**src/rtl/single_port_ram_controller_if.sv**
```systemverilog
// rtl/single_port_ram_controller_if.sv - write, read-request and read-response channels of the RAM front-end
interface single_port_ram_controller_if #(
  parameter int WIDTH         = 8,
  parameter int ADDRESS_WIDTH = 4
);
  logic                     write_valid;
  logic                     write_ready;
  logic [ADDRESS_WIDTH-1:0] write_address;
  logic [WIDTH-1:0]         write_data;
  logic                     read_request_valid;
  logic                     read_request_ready;
  logic [ADDRESS_WIDTH-1:0] read_request_address;
  logic                     read_response_valid;
  logic                     read_response_ready;
  logic [WIDTH-1:0]         read_response_data;

  modport slave (
    input  write_valid, write_address, write_data,
    output write_ready,
    input  read_request_valid, read_request_address,
    output read_request_ready,
    output read_response_valid, read_response_data,
    input  read_response_ready
  );

  modport master (
    output write_valid, write_address, write_data,
    input  write_ready,
    output read_request_valid, read_request_address,
    input  read_request_ready,
    input  read_response_valid, read_response_data,
    output read_response_ready
  );
endinterface

```
**src/rtl/single_port_ram_controller_response_buffer.sv**
```systemverilog
// rtl/single_port_ram_controller_response_buffer.sv - 2-entry in-order FIFO holding read data for the response channel
module single_port_ram_controller_response_buffer #(
  parameter int WIDTH = 8
) (
  input  logic             clock,
  input  logic             resetn,
  input  logic             push,
  input  logic [WIDTH-1:0] push_data,
  input  logic             pop,
  output logic             out_valid,
  output logic [WIDTH-1:0] out_data,
  output logic [1:0]       count
);
  logic [WIDTH-1:0] mem_q [2];
  logic [WIDTH-1:0] mem_d [2];
  logic             rd_ptr_q, rd_ptr_d;
  logic             wr_ptr_q, wr_ptr_d;
  logic [1:0]       count_q, count_d;
  logic             pop_ok, push_ok;

  always_comb begin
    pop_ok   = pop && (count_q != 2'd0);
    // A push into a full buffer is only legal when the head leaves in the same cycle.
    push_ok  = push && ((count_q != 2'd2) || pop_ok);
    mem_d    = mem_q;
    rd_ptr_d = rd_ptr_q;
    wr_ptr_d = wr_ptr_q;
    count_d  = count_q;
    if (push_ok) begin
      mem_d[wr_ptr_q] = push_data;
      wr_ptr_d        = ~wr_ptr_q;
    end
    if (pop_ok) begin
      rd_ptr_d = ~rd_ptr_q;
    end
    case ({push_ok, pop_ok})
      2'b10:   count_d = count_q + 2'd1;
      2'b01:   count_d = count_q - 2'd1;
      default: count_d = count_q;
    endcase
  end

  always_ff @(posedge clock or negedge resetn) begin
    if (!resetn) begin
      mem_q[0] <= '0;
      mem_q[1] <= '0;
      rd_ptr_q <= 1'b0;
      wr_ptr_q <= 1'b0;
      count_q  <= 2'd0;
    end else begin
      mem_q[0] <= mem_d[0];
      mem_q[1] <= mem_d[1];
      rd_ptr_q <= rd_ptr_d;
      wr_ptr_q <= wr_ptr_d;
      count_q  <= count_d;
    end
  end

  assign out_valid = (count_q != 2'd0);
  assign out_data  = mem_q[rd_ptr_q];
  assign count     = count_q;
endmodule

```
**src/rtl/single_port_ram_controller.sv**
```systemverilog
// rtl/single_port_ram_controller.sv - arbitrates write and read requests onto one single-port RAM port
module single_port_ram_controller #(
  parameter int WIDTH         = 8,
  parameter int DEPTH         = 16,
  parameter int ADDRESS_WIDTH = $clog2(DEPTH)
) (
  input  logic                     clock,
  input  logic                     resetn,
  single_port_ram_controller_if.slave bus,
  output logic                     ram_access_enable,
  output logic                     ram_write,
  output logic [ADDRESS_WIDTH-1:0] ram_address,
  output logic [WIDTH-1:0]         ram_write_data,
  input  logic [WIDTH-1:0]         ram_read_data
);
  localparam logic GRANT_WRITE = 1'b0;
  localparam logic GRANT_READ  = 1'b1;

  logic       last_grant_q, last_grant_d;
  logic       in_flight_q, in_flight_d;
  logic       grant_valid, grant;
  logic       write_eligible, read_eligible, read_can_issue;
  logic [1:0] occupancy;
  logic [2:0] pending;
  logic       buffer_valid;
  logic       pop;

  assign pop = buffer_valid && bus.read_response_ready;

  always_comb begin
    // Reads already issued or buffered must all fit in the two buffer slots.
    pending        = {1'b0, occupancy} + {2'b00, in_flight_q};
    read_can_issue = (pending < 3'd2) || ((pending == 3'd2) && pop);
    write_eligible = bus.write_valid;
    read_eligible  = bus.read_request_valid && read_can_issue;
    grant_valid    = write_eligible || read_eligible;
    grant          = GRANT_WRITE;
    last_grant_d   = last_grant_q;
    if (write_eligible && read_eligible) begin
      grant        = ~last_grant_q;
      last_grant_d = ~last_grant_q;
    end else if (read_eligible) begin
      grant = GRANT_READ;
    end
    bus.write_ready        = grant_valid && (grant == GRANT_WRITE);
    bus.read_request_ready = grant_valid && (grant == GRANT_READ);
    ram_access_enable      = grant_valid;
    ram_write              = grant_valid && (grant == GRANT_WRITE);
    ram_address            = (grant == GRANT_READ) ? bus.read_request_address : bus.write_address;
    ram_write_data         = bus.write_data;
    in_flight_d            = grant_valid && (grant == GRANT_READ);
  end

  always_ff @(posedge clock or negedge resetn) begin
    if (!resetn) begin
      last_grant_q <= GRANT_READ;
      in_flight_q  <= 1'b0;
    end else begin
      last_grant_q <= last_grant_d;
      in_flight_q  <= in_flight_d;
    end
  end

  single_port_ram_controller_response_buffer #(
    .WIDTH(WIDTH)
  ) u_response_buffer (
    .clock     (clock),
    .resetn    (resetn),
    .push      (in_flight_q),
    .push_data (ram_read_data),
    .pop       (pop),
    .out_valid (buffer_valid),
    .out_data  (bus.read_response_data),
    .count     (occupancy)
  );

  assign bus.read_response_valid = buffer_valid;
endmodule

```
**src/flat_wrapper.sv**
```systemverilog
// flat-port wrapper written by rule: the top's interface ports become plain ports
module single_port_ram_controller_flat 
#(
  parameter int WIDTH         = 8,
  parameter int DEPTH         = 16,
  parameter int ADDRESS_WIDTH = $clog2(DEPTH)
)
  (clock, resetn, ram_access_enable, ram_write, ram_address, ram_write_data, ram_read_data, bus_write_valid, bus_write_address, bus_write_data, bus_write_ready, bus_read_request_valid, bus_read_request_address, bus_read_request_ready, bus_read_response_valid, bus_read_response_data, bus_read_response_ready);
  single_port_ram_controller_if #(.WIDTH(WIDTH), .ADDRESS_WIDTH(ADDRESS_WIDTH)) bus_i ();
  input  logic clock;
  input  logic resetn;
  output logic ram_access_enable;
  output logic ram_write;
  output logic [ADDRESS_WIDTH-1:0] ram_address;
  output logic [WIDTH-1:0] ram_write_data;
  input  logic [WIDTH-1:0] ram_read_data;
  input wire logic [$bits(bus_i.write_valid)-1:0] bus_write_valid;
  input wire logic [$bits(bus_i.write_address)-1:0] bus_write_address;
  input wire logic [$bits(bus_i.write_data)-1:0] bus_write_data;
  output wire logic [$bits(bus_i.write_ready)-1:0] bus_write_ready;
  input wire logic [$bits(bus_i.read_request_valid)-1:0] bus_read_request_valid;
  input wire logic [$bits(bus_i.read_request_address)-1:0] bus_read_request_address;
  output wire logic [$bits(bus_i.read_request_ready)-1:0] bus_read_request_ready;
  output wire logic [$bits(bus_i.read_response_valid)-1:0] bus_read_response_valid;
  output wire logic [$bits(bus_i.read_response_data)-1:0] bus_read_response_data;
  input wire logic [$bits(bus_i.read_response_ready)-1:0] bus_read_response_ready;
  assign bus_i.write_valid = bus_write_valid;
  assign bus_i.write_address = bus_write_address;
  assign bus_i.write_data = bus_write_data;
  assign bus_write_ready = bus_i.write_ready;
  assign bus_i.read_request_valid = bus_read_request_valid;
  assign bus_i.read_request_address = bus_read_request_address;
  assign bus_read_request_ready = bus_i.read_request_ready;
  assign bus_read_response_valid = bus_i.read_response_valid;
  assign bus_read_response_data = bus_i.read_response_data;
  assign bus_i.read_response_ready = bus_read_response_ready;
  single_port_ram_controller #(.WIDTH(WIDTH), .DEPTH(DEPTH), .ADDRESS_WIDTH(ADDRESS_WIDTH)) u_core (.clock(clock), .resetn(resetn), .bus(bus_i), .ram_access_enable(ram_access_enable), .ram_write(ram_write), .ram_address(ram_address), .ram_write_data(ram_write_data), .ram_read_data(ram_read_data));
endmodule
```
**config.mk**
```make
export PLATFORM = sky130hd
export DESIGN_NAME = single_port_ram_controller_flat
export DESIGN_NICKNAME = d
export VERILOG_FILES = /design/src/rtl/single_port_ram_controller_if.sv /design/src/rtl/single_port_ram_controller_response_buffer.sv /design/src/rtl/single_port_ram_controller.sv /design/src/flat_wrapper.sv
export SDC_FILE = /design/constraint.sdc
export NUM_CORES = 1
export LEC_CHECK = 0
export CAP_MARGIN = 20
export CORE_MARGIN = 8
export CORE_UTILIZATION = 25
export DETAILED_ROUTE_END_ITERATION = 6
export PLACE_DENSITY = 0.61
export SLEW_MARGIN = 25
export SYNTH_ARGS = -nofsm -noshare
export SYNTH_HDL_FRONTEND = slang
export SYNTH_SLANG_ARGS = --single-unit
```
**constraint.sdc**
```tcl
create_clock -name clock -period 2.5 [get_ports clock]
set_input_delay 0.375 -clock clock [delete_from_list [all_inputs] [get_ports clock]]
set_output_delay 0.375 -clock clock [all_outputs]
set_load 0.05 [all_outputs]
```
# Yosys cells after proc, flatten, opt, wreduce, memory -nomap -nowiden
# Cells that the tools add are included.
[op_classes]
n_addsub = 3
multipliers = 0
div_mod_pow = 0
magnitude_cmp = 4
eq_ne = 4
shifts = 0
n_mux = 10
bitwise = 6
n_reduce_logical = 14
[ops]
columns = ["op", "count"]
rows = [
  ["$mux 8", 4],
  ["$bwmux 16", 1],
  ["$logic_and 1x1->1", 9],
  ["$demux 8 s1", 1],
  ["$ge 2x2->1 const B", 2],
  ["$mux 4", 1],
  ["$not 1->1", 4],
  ["$not 1->2", 2],
  ["$pmux 2 s2", 1],
  ["$reduce_bool 2->1", 2],
  ["$add 2x1->3", 1],
  ["$eq 3x2->1 const B", 1],
  ["$logic_or 1x1->1", 3],
  ["$lt 3x2->1 const B", 1],
  ["$add 2x1->2 const B", 1],
  ["$eq 2x1->1 const B", 1],
  ["$eq 2x2->1 const B", 1],
  ["$lt 2x1->1 const B", 1],
  ["$mux 1", 2],
  ["$ne 2x2->1 const B", 1],
  ["$sub 2x1->2 const B", 1],
]
[word_totals]
reg_bits = 22
latch_bits = 0
mem_bits_rw = 0
romBits = 0
inputBits = 29
out_inout_bits = 25
word_cells = 48
memories = 0

# Longest topological paths before layout
# Gate-level depths: netlist of the first run.
[depth]
ltp_word = 9
mapped_depth = 8
ltp_nobuf = 7

# By module
# Synthesis of the first run repeated with hierarchy kept, for this count alone.
[unflattened]
hier_cells = 92
area_unflattened_um2 = 1208.7
[modules_own_cells]
columns = ["mod", "instances", "cells_each", "area_per_inst_um2", "seq_area_each_um2"]
rows = [
  ["single_port_ram_controller_response_buffer", 1, 59, 894.6, 500.5],
  ["single_port_ram_controller", 1, 33, 314.1, 51.3],
]

# Worst setup path after synthesis of the first run
# Ideal clock, no wire load.
[synth_timing]
kind = "register -> output"
startpoint = "register u_core.u_response_buffer.count_q[0], in the netlist u_core.u_response_buffer.count[0]"
endpoint = "output ram_write"
arrival_ns = 2.543
required_ns = 2.125
path_slack_ns = -0.418
stages_incl_launch_ff = 9
path_buffers = 1
cell_sequence = "dfrtp_1 > ha_1 > inv_1 > ha_1 > and4bb_2 > a32oi_4 > nor2_1 > nor2_1 > buf_4"
[synth_via]
elab_chain_len = 9
word_cells_on_any_way = 14
cone_classes = "add/sub: 1; order compare: 1; eq/ne: 1; mux: 2; bitwise: 1; reduce/logical: 8"
[synth_lines]
columns = ["element", "line_no", "source"]
rows = [
  ["from (decl)", "single_port_ram_controller_response_buffer.sv:18", "logic [1:0] count_q, count_d;"],
  ["from (signal assigned)", "single_port_ram_controller_response_buffer.sv:55", "count_q <= count_d;"],
  ["parallel branches: the longest is 3 deep, another holds $add 2x1->3", "--", ""],
  ["$logic_or 1x1->1 *", "single_port_ram_controller.sv:33", "read_can_issue = (pending < 3'd2) || ((pending == 3'd2) && pop);"],
  ["$logic_and 1x1->1 *", "single_port_ram_controller.sv:35", "read_eligible = bus.read_request_valid && read_can_issue;"],
  ["$mux 1 or $logic_and 1x1->1 (tied branches)", "single_port_ram_controller.sv:42, single_port_ram_controller.sv:39", ""],
  ["$mux 1", "single_port_ram_controller.sv:39", "if (write_eligible && read_eligible) begin"],
  ["$not 1->1", "--", ""],
  ["$logic_and 1x1->1 *", "--", ""],
  ["to (decl)", "flat_wrapper.sv:13", "output logic ram_write;"],
]
# Every way passes the cells marked *.

# Worst setup path after layout of the first run
[layout_timing]
startpoint = "register u_core.in_flight_q"
endpoint = "output ram_address[3]"
[layout_via]
elab_chain_len = 8
word_cells_on_any_way = 10
cone_classes = "add/sub: 1; order compare: 1; eq/ne: 1; mux: 3; reduce/logical: 4"
[layout_lines]
columns = ["element", "line_no", "source"]
rows = [
  ["from (decl)", "single_port_ram_controller.sv:20", "logic in_flight_q, in_flight_d;"],
  ["from (signal assigned)", "single_port_ram_controller.sv:60", "in_flight_q <= in_flight_d;"],
  ["$add 2x1->3 *", "single_port_ram_controller.sv:32", "pending = {1'b0, occupancy} + {2'b00, in_flight_q};"],
  ["parallel branches: the longest is 2 deep, another holds $lt 3x2->1", "--", ""],
  ["$logic_or 1x1->1 *", "single_port_ram_controller.sv:33", ""],
  ["$logic_and 1x1->1 *", "single_port_ram_controller.sv:35", ""],
  ["$mux 1 or $logic_and 1x1->1 (tied branches)", "single_port_ram_controller.sv:42, single_port_ram_controller.sv:39", ""],
  ["$mux 1 *", "single_port_ram_controller.sv:39", ""],
  ["$mux 4 *", "single_port_ram_controller.sv:49", "ram_address = (grant == GRANT_READ) ? bus.read_request_address : bus.write_address;"],
  ["to (decl)", "flat_wrapper.sv:14", "output logic [ADDRESS_WIDTH-1:0] ram_address;"],
]
# Marked as above.

==> flow_metrics.tcl, run 1 <==
set metrics [dict create \
    die_h_um 86.5 \
    drive_gt1_share_pct 41.4 \
    hp-class "primary input to async pin" \
    cap_violations 0 \
    syn_nets 121 \
    root_buffer "clkbuf_8" \
    yosysTopAreaCellShare_pct 42.3 \
    die_area_mm2 0.00748 \
    leakage_nw 0.790 \
    cts_inserted_buffers 3 \
    cp.arrival_ps 2200 \
    ios 54 \
    cp-end-kind "primary output" \
    grt_setup_unrepaired "yes" \
    slew_headroom_pct 65.1 \
    clkTransAtPathRegs_ps 70 \
    clock_latency_ps 250 \
    yosys-top-cells-area "dfrtp_1, mux2_4, mux2_1" \
    violations "setup timing" \
    intPower_mw 1.50 \
    p_clk_share_pct 9.2 \
    grt-ovfl-total 0 \
    final_common_cell "clkdlybuf4s50_1" \
    ys_ff_latch 22 \
    vias 804 \
    num-fill-cells 473 \
    cts_tree "yes" \
    drv_slew 0 \
    post_drt_via_cell_ratio 4.12 \
    multi_input_area_um2 622 \
    layout_min_cycle_time_ps 2570 \
    cts.sinks 22 \
    drc 0 \
    syn-cell-area_mm2 0.00124 \
    grt_max_degree 23 \
    power_switching_mw 1.17 \
    core_area_mm2 0.00475 \
    seqPwrFrac_pct 25.7 \
    routabilityCongestion 0.663 \
    firstDrtPassIters 2 \
    htreeDepth 1 \
    setup_violations 4 \
    peakVddDrop_uv 581 \
    io_buffer_count 37 \
    outcome "complete, but fails checks" \
    holdBufCountCts 0 \
    register_area_um2 552 \
    skew_ps 1.04 \
    swShare_pct 43.8 \
    cp-start-kind "flip-flop" \
    tightestPinTransition_ps 522 \
    synthCells 88 \
    min_period_over_period_pct 103 \
    start_util_pct 26.1 \
    die_w_um 86.5 \
    dp_hpwl_um 2230 \
    wl_per_cell_um 14.2 \
    placed_cell_area_mm2 0.00170 \
    post-route-util_pct 38.0 \
    power_per_cell_area_mw_per_mm2 1480 \
    drtAntennaViolNets 0 \
    first_iter_violations 25 \
    design_area_mm2 0.00181 \
    synthToLayoutAreaGrowth_pct 45.5 \
    ys_seq_area_share_pct 44.5 \
    hold_viol 0 \
    synth_largest_area_cell "dfrtp_1" \
    required_ps 2120 \
    final.setup.worst_slack_ps -73.8 \
    grt_first_pass_wirelength_um 4740 \
    power_frac_comb_pct 65.2 \
    mostFrequentLayoutCells "clkdlybuf4s50_1, dfrtp_1, mux2_4, buf_4" \
    antenna_found_initial 0 \
    grt_pass1_vias 1008 \
    gr-usage-all-layers_pct 7.98 \
    ctsLongestPathBuffers 2 \
    ys.warnings.count 0 \
    rows 25 \
    crit_fanout 5 \
    power.total_mw 2.67 \
    diodes 0 \
    final_nets 162 \
    critical_path_class "flip-flop to primary output" \
    clock.fmax_mhz 389 \
    syn_avg_cell_area_um2 14.1 \
    wl_um 2770 \
    ys_types 20 \
]
what timing repair did:
item	CTS	global route
endpoints found under the setup margin	4	6
pin swaps	2	0
setup buffers	2	0
resized for setup	8	0
through the flow:
stage	cells	hold slack, ps	setup slack (ps)	TNS (ps)
floorplan	88	79.4	13.7	0
global placement	189	463	137	0
detailed placement	189	472	85.1	0
CTS	195	464	-81.9	-313
global route	195	492	-148	-655
finish	195	461	-73.8	-268
routing by layer:
metal  share of wire [%]  GRT usage, %  wire length (um)  vias to the layer above
met5                   0             0                 0                        -
met4                0.51          2.50                14                        0
met3                  13          5.20               358                        6
met2                  48          13.1              1320                       29
met1                  39          8.03              1070                      394
li1                    -             -                 -                      375
Yosys cell counts, drive strengths merged:
master,n
nor2,5
inv,5
dfstp,1
ha,4
dfrtp,21
buf,9
o31ai,1
mux2,28
o311ai,1
xor2,1
or2,1
nand2,2
clkbuf,1
a21o,1
a32oi,1
and4bb,1
xnor2,5
flip-flops by register name (all words and copies together), names as in the netlist:
name / count
u_core.u_response_buffer.mem_q: 16
u_core.last_grant_q: 1
u_core.in_flight_q: 1
u_core.u_response_buffer.rd_ptr_q: 1
u_core.u_response_buffer.count: 2
u_core.u_response_buffer.wr_ptr_q: 1
kinds of logic after synthesis:
kind of cell	count (synthesis)	share of synthesized area (%)
mux	28	29.0
flops	22	44.5
buf+inv	15	7.26
simple gates	9	4.44
xor+xnor	6	4.23
compound gates	4	6.55
fa+ha+maj	4	4.03
power by group through the flow:
stage | combinational [mW] | sequential, mW | clock, mW
6_report | 1.74 | 0.686 | 0.245
5_1_grt | 1.86 | 0.713 | 0.274
4_1_cts | 1.77 | 0.689 | 0.258
3_5_place_dp | 1.70 | 0.695 | 0
3_3_place_gp | 1.67 | 0.683 | 0
2_1_floorplan | 1.25 | 0.653 | 0
layout make-up:
type                       instances  share of cell area (%)
sequential                        22                    30.6
tap                               67                    4.64
clock buffer                       4                    3.05
inverter                           5                    1.04
timing repair buffer              46                    26.3
multi-input combinational         51                    34.4
path summary, 6_finish.rpt:
check	startpoint	cells after the start	slack, ps	endpoint
worst max-delay path	u_core.in_flight_q	8	-70	ram_address[3]
worst min-delay path	resetn	2	460	u_core.u_response_buffer.count[0]
worst max register to register	u_core.in_flight_q	8	780	u_core.last_grant_q
worst min register to register	u_core.u_response_buffer.mem_q[9]	1	480	u_core.u_response_buffer.mem_q[9]
max in group asynchronous	resetn	2	1760	u_core.last_grant_q
min in group clock	u_core.u_response_buffer.mem_q[9]	1	480	u_core.u_response_buffer.mem_q[9]
worst max-delay path, stage by stage (launching register included):
cell and delay (ps):
dfrtp_1 390, ha_2 200, inv_2 70, ha_4 190, and4bb_2 240, a32oi_4 230, a21o_4 160, mux2_4 310
buf_8 150
(Power assumes the default switching activity.)
==> run 2: changes to the inputs <==
--- a/config.mk
+++ b/config.mk
@@ -8,9 +8,10 @@
 export CAP_MARGIN = 20
 export CORE_MARGIN = 8
 export CORE_UTILIZATION = 25
+export CTS_CLUSTER_DIAMETER = 50
 export DETAILED_ROUTE_END_ITERATION = 6
-export PLACE_DENSITY = 0.61
-export SLEW_MARGIN = 25
+export PLACE_DENSITY = 0.62
 export SYNTH_ARGS = -nofsm -noshare
 export SYNTH_HDL_FRONTEND = slang
+export SYNTH_HIERARCHICAL = 1
 export SYNTH_SLANG_ARGS = --single-unit
==> flow_metrics.tcl, run 2 <==
set metrics [dict create \
    core_area_mm2 0.00469 \
    final.setup.worst_slack_ps 39.9 \
    cp_common_cell "ha_4" \
    post-route-util_pct 37.7 \
    grt_pass1_vias 972 \
    routabilityCongestion 0.695 \
    cts_tree "yes" \
    die_area_mm2 0.00732 \
    ys_ff_latch 22 \
    crit_fanout 5 \
    ys.flop_type "dfrtp_1" \
    antenna_found_initial 0 \
    grt-ovfl-total 0 \
    hold_viol 0 \
    outcome "finished, final reports clean" \
    die_h_um 85.5 \
    multi_input_area_um2 626 \
    vias 820 \
    dp_hpwl_um 2140 \
    min_period_over_period_pct 98.4 \
    drtAntennaViolNets 0 \
    root_buffer "clkbuf_8" \
    tightestPinTransition_ps 548 \
    post_drt_via_cell_ratio 4.51 \
    async_reset_ff_share_pct 100 \
    dpl_worst_slack_ps 101 \
    first_iter_violations 36 \
    htreeDepth 1 \
    ys_seq_area_share_pct 45.7 \
    setup_violations 0 \
    num-fill-cells 447 \
    path_buf_inv 2 \
    skew_ps 2.42 \
    ios 54 \
    syn_avg_cell_area_um2 13.1 \
    regMostFlops "u_core/u_response_buffer/mem_q" \
    ys.warnings.count 6 \
    design_area_mm2 0.00177 \
    syn-cell-area_mm2 0.00121 \
    drc 0 \
    required_ps 2120 \
    firstDrtPassIters 2 \
    largest_reg_flops 16 \
    grt_setup_unrepaired "yes" \
    diodes 0 \
    drive_gt1_share_pct 43.8 \
    grt_max_degree 23 \
    final_common_cell "clkdlybuf4s50_1" \
    cap_violations 0 \
    synth_common_cells "mux2_2, dfrtp_1, buf_4" \
    clkTransAtPathRegs_ps 80 \
    wl_um 2980 \
    drv_slew 0 \
    path_cells "ha_4, inv_4, ha_4, nor3b_4, o2111ai_4, mux2_4, buf_8" \
    clock_latency_ps 260 \
    cp_top_family "flip-flops" \
    leakage_nw 0.746 \
    cp.arrival_ps 2090 \
    yosys-top-cells-area "dfrtp_1, mux2_2, buf_4" \
    ys_types 24 \
    peakVddDrop_uv 768 \
    grt_first_pass_wirelength_um 4680 \
    cp-end-kind "primary output" \
    r2r_cells 8 \
    synthCells 92 \
    yosysTopAreaCellShare_pct 43.5 \
    synthToLayoutAreaGrowth_pct 46.4 \
    final_nets 162 \
    yosysMostFrequentCell "mux2_2" \
    slowest_stage "dfrtp_1" \
    hp-class "primary input to async pin" \
    placed_cell_area_mm2 0.00161 \
    synth_largest_area_cell "dfrtp_1" \
    slew_headroom_pct 63.4 \
    holdWs_ps 452 \
    power_per_cell_area_mw_per_mm2 1540 \
    die_w_um 85.5 \
    ctsLongestPathBuffers 2 \
    wl_per_cell_um 16.4 \
    cts.sinks 22 \
    critical_path_class "flip-flop to primary output" \
    layout_min_cycle_time_ps 2460 \
    register_area_um2 553 \
    path_depth 7 \
    rows 25 \
    max_stage_delay_ps 420 \
    syn_nets 125 \
    gr-usage-all-layers_pct 8.07 \
    r2r_setup_slack_ps 180 \
    cts_inserted_buffers 3 \
    start_util_pct 25.8 \
    io_buffer_count 37 \
    clock.fmax_mhz 406 \
    mostFrequentLayoutCells "clkdlybuf4s50_1, mux2_2, dfrtp_1, buf_4" \
    cp-start-kind "flip-flop" \
    synth-edff-count 0 \
]
-- run 2: cell count changes after synthesis, moves of 2 or more --
cell,delta
and2_1,+2
mux2_1,-8
mux2_2,+20
mux2_4,-12
nor2_1,-3
nor3b_4,+2
xnor2_1,-2
xor2_1,+2
-- run 2: layer usage --
layer | up-vias | track usage [%] | wire, um | share of wire, %
li1 | 383 | - | - | -
met1 | 401 | 8.31 | 1190 | 40
met2 | 32 | 13.8 | 1470 | 49
met3 | 4 | 4.49 | 299 | 10
met4 | 0 | 2.07 | 23 | 0.77
met5 | - | 0 | 0 | 0
-- run 2: what timing repair did --
action	CTS	global route
buffers inserted	2	2
hold buffers	0	0
gates resized for setup	15	3
endpoints found under the setup margin	4	7
pin swaps	3	3
-- run 2: worst reg2reg max path: cells and delay by family, from the launching register on --
family / cells / cell delay [ps]
buffers and inverters: 1 / 160
DFF: 1 / 430
xor gates and xnor gates: 1 / 160
adders and majority gates: 1 / 280
and+or+nand+nor: 5 / 1210
-- run 2: area by class of cell --
type	instances	area share [%]
clock buffer	4	2.55
inverter	4	0.990
multi-input combinational	56	35.4
sequential	22	31.3
tap	54	3.82
timing repair buffer	42	26.0
-- run 2: power by group --
part / total (mW) / internal [mW] / switching [mW] / leakage [nW]
combinational: 1.80 / 0.845 / 0.956 / 0.465
sequential: 0.698 / 0.551 / 0.146 / 0.258
clock: 0.225 / 0.114 / 0.112 / 0.0228
total: 2.72 / 1.51 / 1.21 / 0.746
-- run 2: final timing paths --
| path | startpoint | to |
|---|---|---|
| max | u_core/in_flight_q | ram_address[2] |
| min | resetn | u_core/in_flight_q |
| max reg2reg | u_core/u_response_buffer/count[0] | u_core/u_response_buffer/count[1] |
| min reg2reg | u_core/u_response_buffer/mem_q[1] | u_core/u_response_buffer/mem_q[1] |
| max in group asynchronous | resetn | u_core/last_grant_q |
| min in group clock | u_core/u_response_buffer/mem_q[1] | u_core/u_response_buffer/mem_q[1] |
-- run 2: cells by family (layout without fill, tap and decap cells) --
kind of cell | after synthesis | after routing | synth area share (%)
compound gates | 6 | 6 | 4.45
xor+xnor | 6 | 6 | 4.35
fa+ha+maj | 4 | 4 | 4.14
buf+inv | 14 | 50 | 7.14
flops | 22 | 22 | 45.7
mux | 28 | 28 | 26.1
simple gates | 12 | 12 | 8.18
-- run 2: per-stage QoR --
stage,setup TNS [ps],power (mW),instances
global placement,0,2.26,174
global route,-218,2.88,182
detailed placement,0,2.31,174
finish,0,2.72,182
floorplan,0,1.86,92
CTS,-88.7,2.68,180
==> run 3: changes to the inputs <==
--- a/config.mk
+++ b/config.mk
@@ -6,6 +6,7 @@
 export NUM_CORES = 1
 export LEC_CHECK = 0
 export CAP_MARGIN = 20
+export CORE_ASPECT_RATIO = 0.8
 export CORE_MARGIN = 8
 export CORE_UTILIZATION = 25
 export CTS_CLUSTER_DIAMETER = 50
==> flow_metrics.tcl, run 3 (synthesis gave the netlist of run 2 again) <==
set metrics [dict create \
    outcome "finished, final reports clean" \
    slew_headroom_pct 66.3 \
    drc 0 \
    clkTransAtPathRegs_ps 80 \
    start_util_pct 26.1 \
    stdcell_count 188 \
    antenna_found_initial 0 \
    largest_reg_flops 16 \
    placed_cell_area_mm2 0.00162 \
    die_w_um 93.7 \
    final_common_cell "clkdlybuf4s50_1" \
    clock.fmax_mhz 413 \
    gr-usage-all-layers_pct 7.36 \
    htreeDepth 1 \
    register_area_um2 553 \
    drv_slew 0 \
    cp.arrival_ps 2050 \
    core_area_mm2 0.00462 \
    cp-start-kind "flip-flop" \
    rows 22 \
    crit_fanout 5 \
    setup_tns_ps 0 \
    r2r_cells 8 \
    cts_inserted_buffers 3 \
    dp.cells 180 \
    drive_gt1_share_pct 43.8 \
    wl_um 2750 \
    cts.sinks 22 \
    io_buffer_count 37 \
    wl_per_cell_um 14.6 \
    hold_viol 0 \
    num-fill-cells 439 \
    first_iter_violations 18 \
    setup_violations 0 \
    min_period_over_period_pct 96.9 \
    critical_path_class "flip-flop to primary output" \
    holdBufCountCts 0 \
    power_per_cell_area_mw_per_mm2 1540 \
    vias 816 \
    required_ps 2120 \
    holdWs_ps 464 \
    peakVddDrop_uv 687 \
    regMostFlops "u_core/u_response_buffer/mem_q" \
    clock_latency_ps 260 \
    die_area_mm2 0.00733 \
    cts_tree "yes" \
    design_area_mm2 0.00179 \
    die_h_um 78.2 \
    grt_pass1_vias 908 \
    diodes 0 \
    drtAntennaViolNets 0 \
    synthToLayoutAreaGrowth_pct 48.3 \
    final_nets 162 \
    grt-ovfl-total 0 \
    leakage_nw 0.756 \
    firstDrtPassIters 4 \
    grt_first_pass_wirelength_um 4290 \
    cap_violations 0 \
    grt_max_degree 23 \
    power.total_mw 2.77 \
    post_drt_via_cell_ratio 4.34 \
    dp_hpwl_um 1990 \
    ctsLongestPathBuffers 2 \
    cp-end-kind "primary output" \
    mostFrequentLayoutCells "clkdlybuf4s50_1, mux2_2, dfrtp_1, buf_4" \
    skew_ps 5.12 \
    root_buffer "clkbuf_8" \
    layout_min_cycle_time_ps 2420 \
    routabilityCongestion 0.750 \
    ios 54 \
    multi_input_area_um2 622 \
    hp-class "primary input to async pin" \
    tightestPinTransition_ps 503 \
]
[run 3: cell types whose count changed in the layout (fill, tap and decap cells not counted), sizes merged]
cell,delta
bufinv,+1
clkbuf,-1
[run 3: cell type report]
class	count	area share, %
well taps	60	4.19
flip-flops and latches	22	30.8
repair buffers	42	25.5
clock buffers	3	2.30
clock inverters	1	1.67
multi-input cells	56	34.7
inverters	4	0.837
[run 3: metal layers]
metal	up-vias	global-route usage (%)	share of wire [%]	wire length [um]
li1	382	-	-	-
met1	400	7.88	42	1140
met2	32	11.8	46	1260
met3	2	5.32	12	335
met4	0	0.948	0.29	8
met5	-	0	0	0
[run 3: stage by stage]
| stage | setup slack (ps) | utilization (%) |
|---|---|---|
| after floorplan | 102 | - |
| after global placement | 212 | 35.0 |
| after detailed placement | 151 | 35.0 |
| after CTS | 4.16 | 37.5 |
| after global routing | -19.7 | 38.8 |
| final | 76.4 | 38.8 |
[run 3: final timing paths]
path | startpoint | end | slack (ps)
worst max-delay path | u_core/u_response_buffer/count[0] | ram_address[0] | 80
worst min-delay path | resetn | u_core/u_response_buffer/mem_q[1] | 460
worst max register to register | u_core/u_response_buffer/count[0] | u_core/u_response_buffer/count[1] | 230
worst min register to register | u_core/u_response_buffer/mem_q[2] | u_core/u_response_buffer/mem_q[2] | 510
max in group asynchronous | resetn | u_core/last_grant_q | 1750
min in group clock | u_core/u_response_buffer/mem_q[2] | u_core/u_response_buffer/mem_q[2] | 510
[run 3: repair_timing]
item                                    4_1_cts  5_1_grt
resized for setup                             6        9
pin swaps                                     1        3
endpoints found under the setup margin        4        4
setup buffers                                 2        2
gates cloned                                  0        0
[run 3: critical path, stage by stage, from the launching register on]
cell and delay, ps:
dfrtp_2 430, ha_4 170, inv_2 60, ha_4 190, nor3b_4 160, o2111ai_4 280
mux2_4 340, buf_8 150
[run 3: report_power, final]
| part | leakage, nW | total (mW) | internal [mW] | switching [mW] |
|---|---|---|---|---|
| sequential | 0.258 | 0.694 | 0.551 | 0.143 |
| clock | 0.0357 | 0.326 | 0.214 | 0.112 |
| combinational | 0.462 | 1.74 | 0.818 | 0.927 |
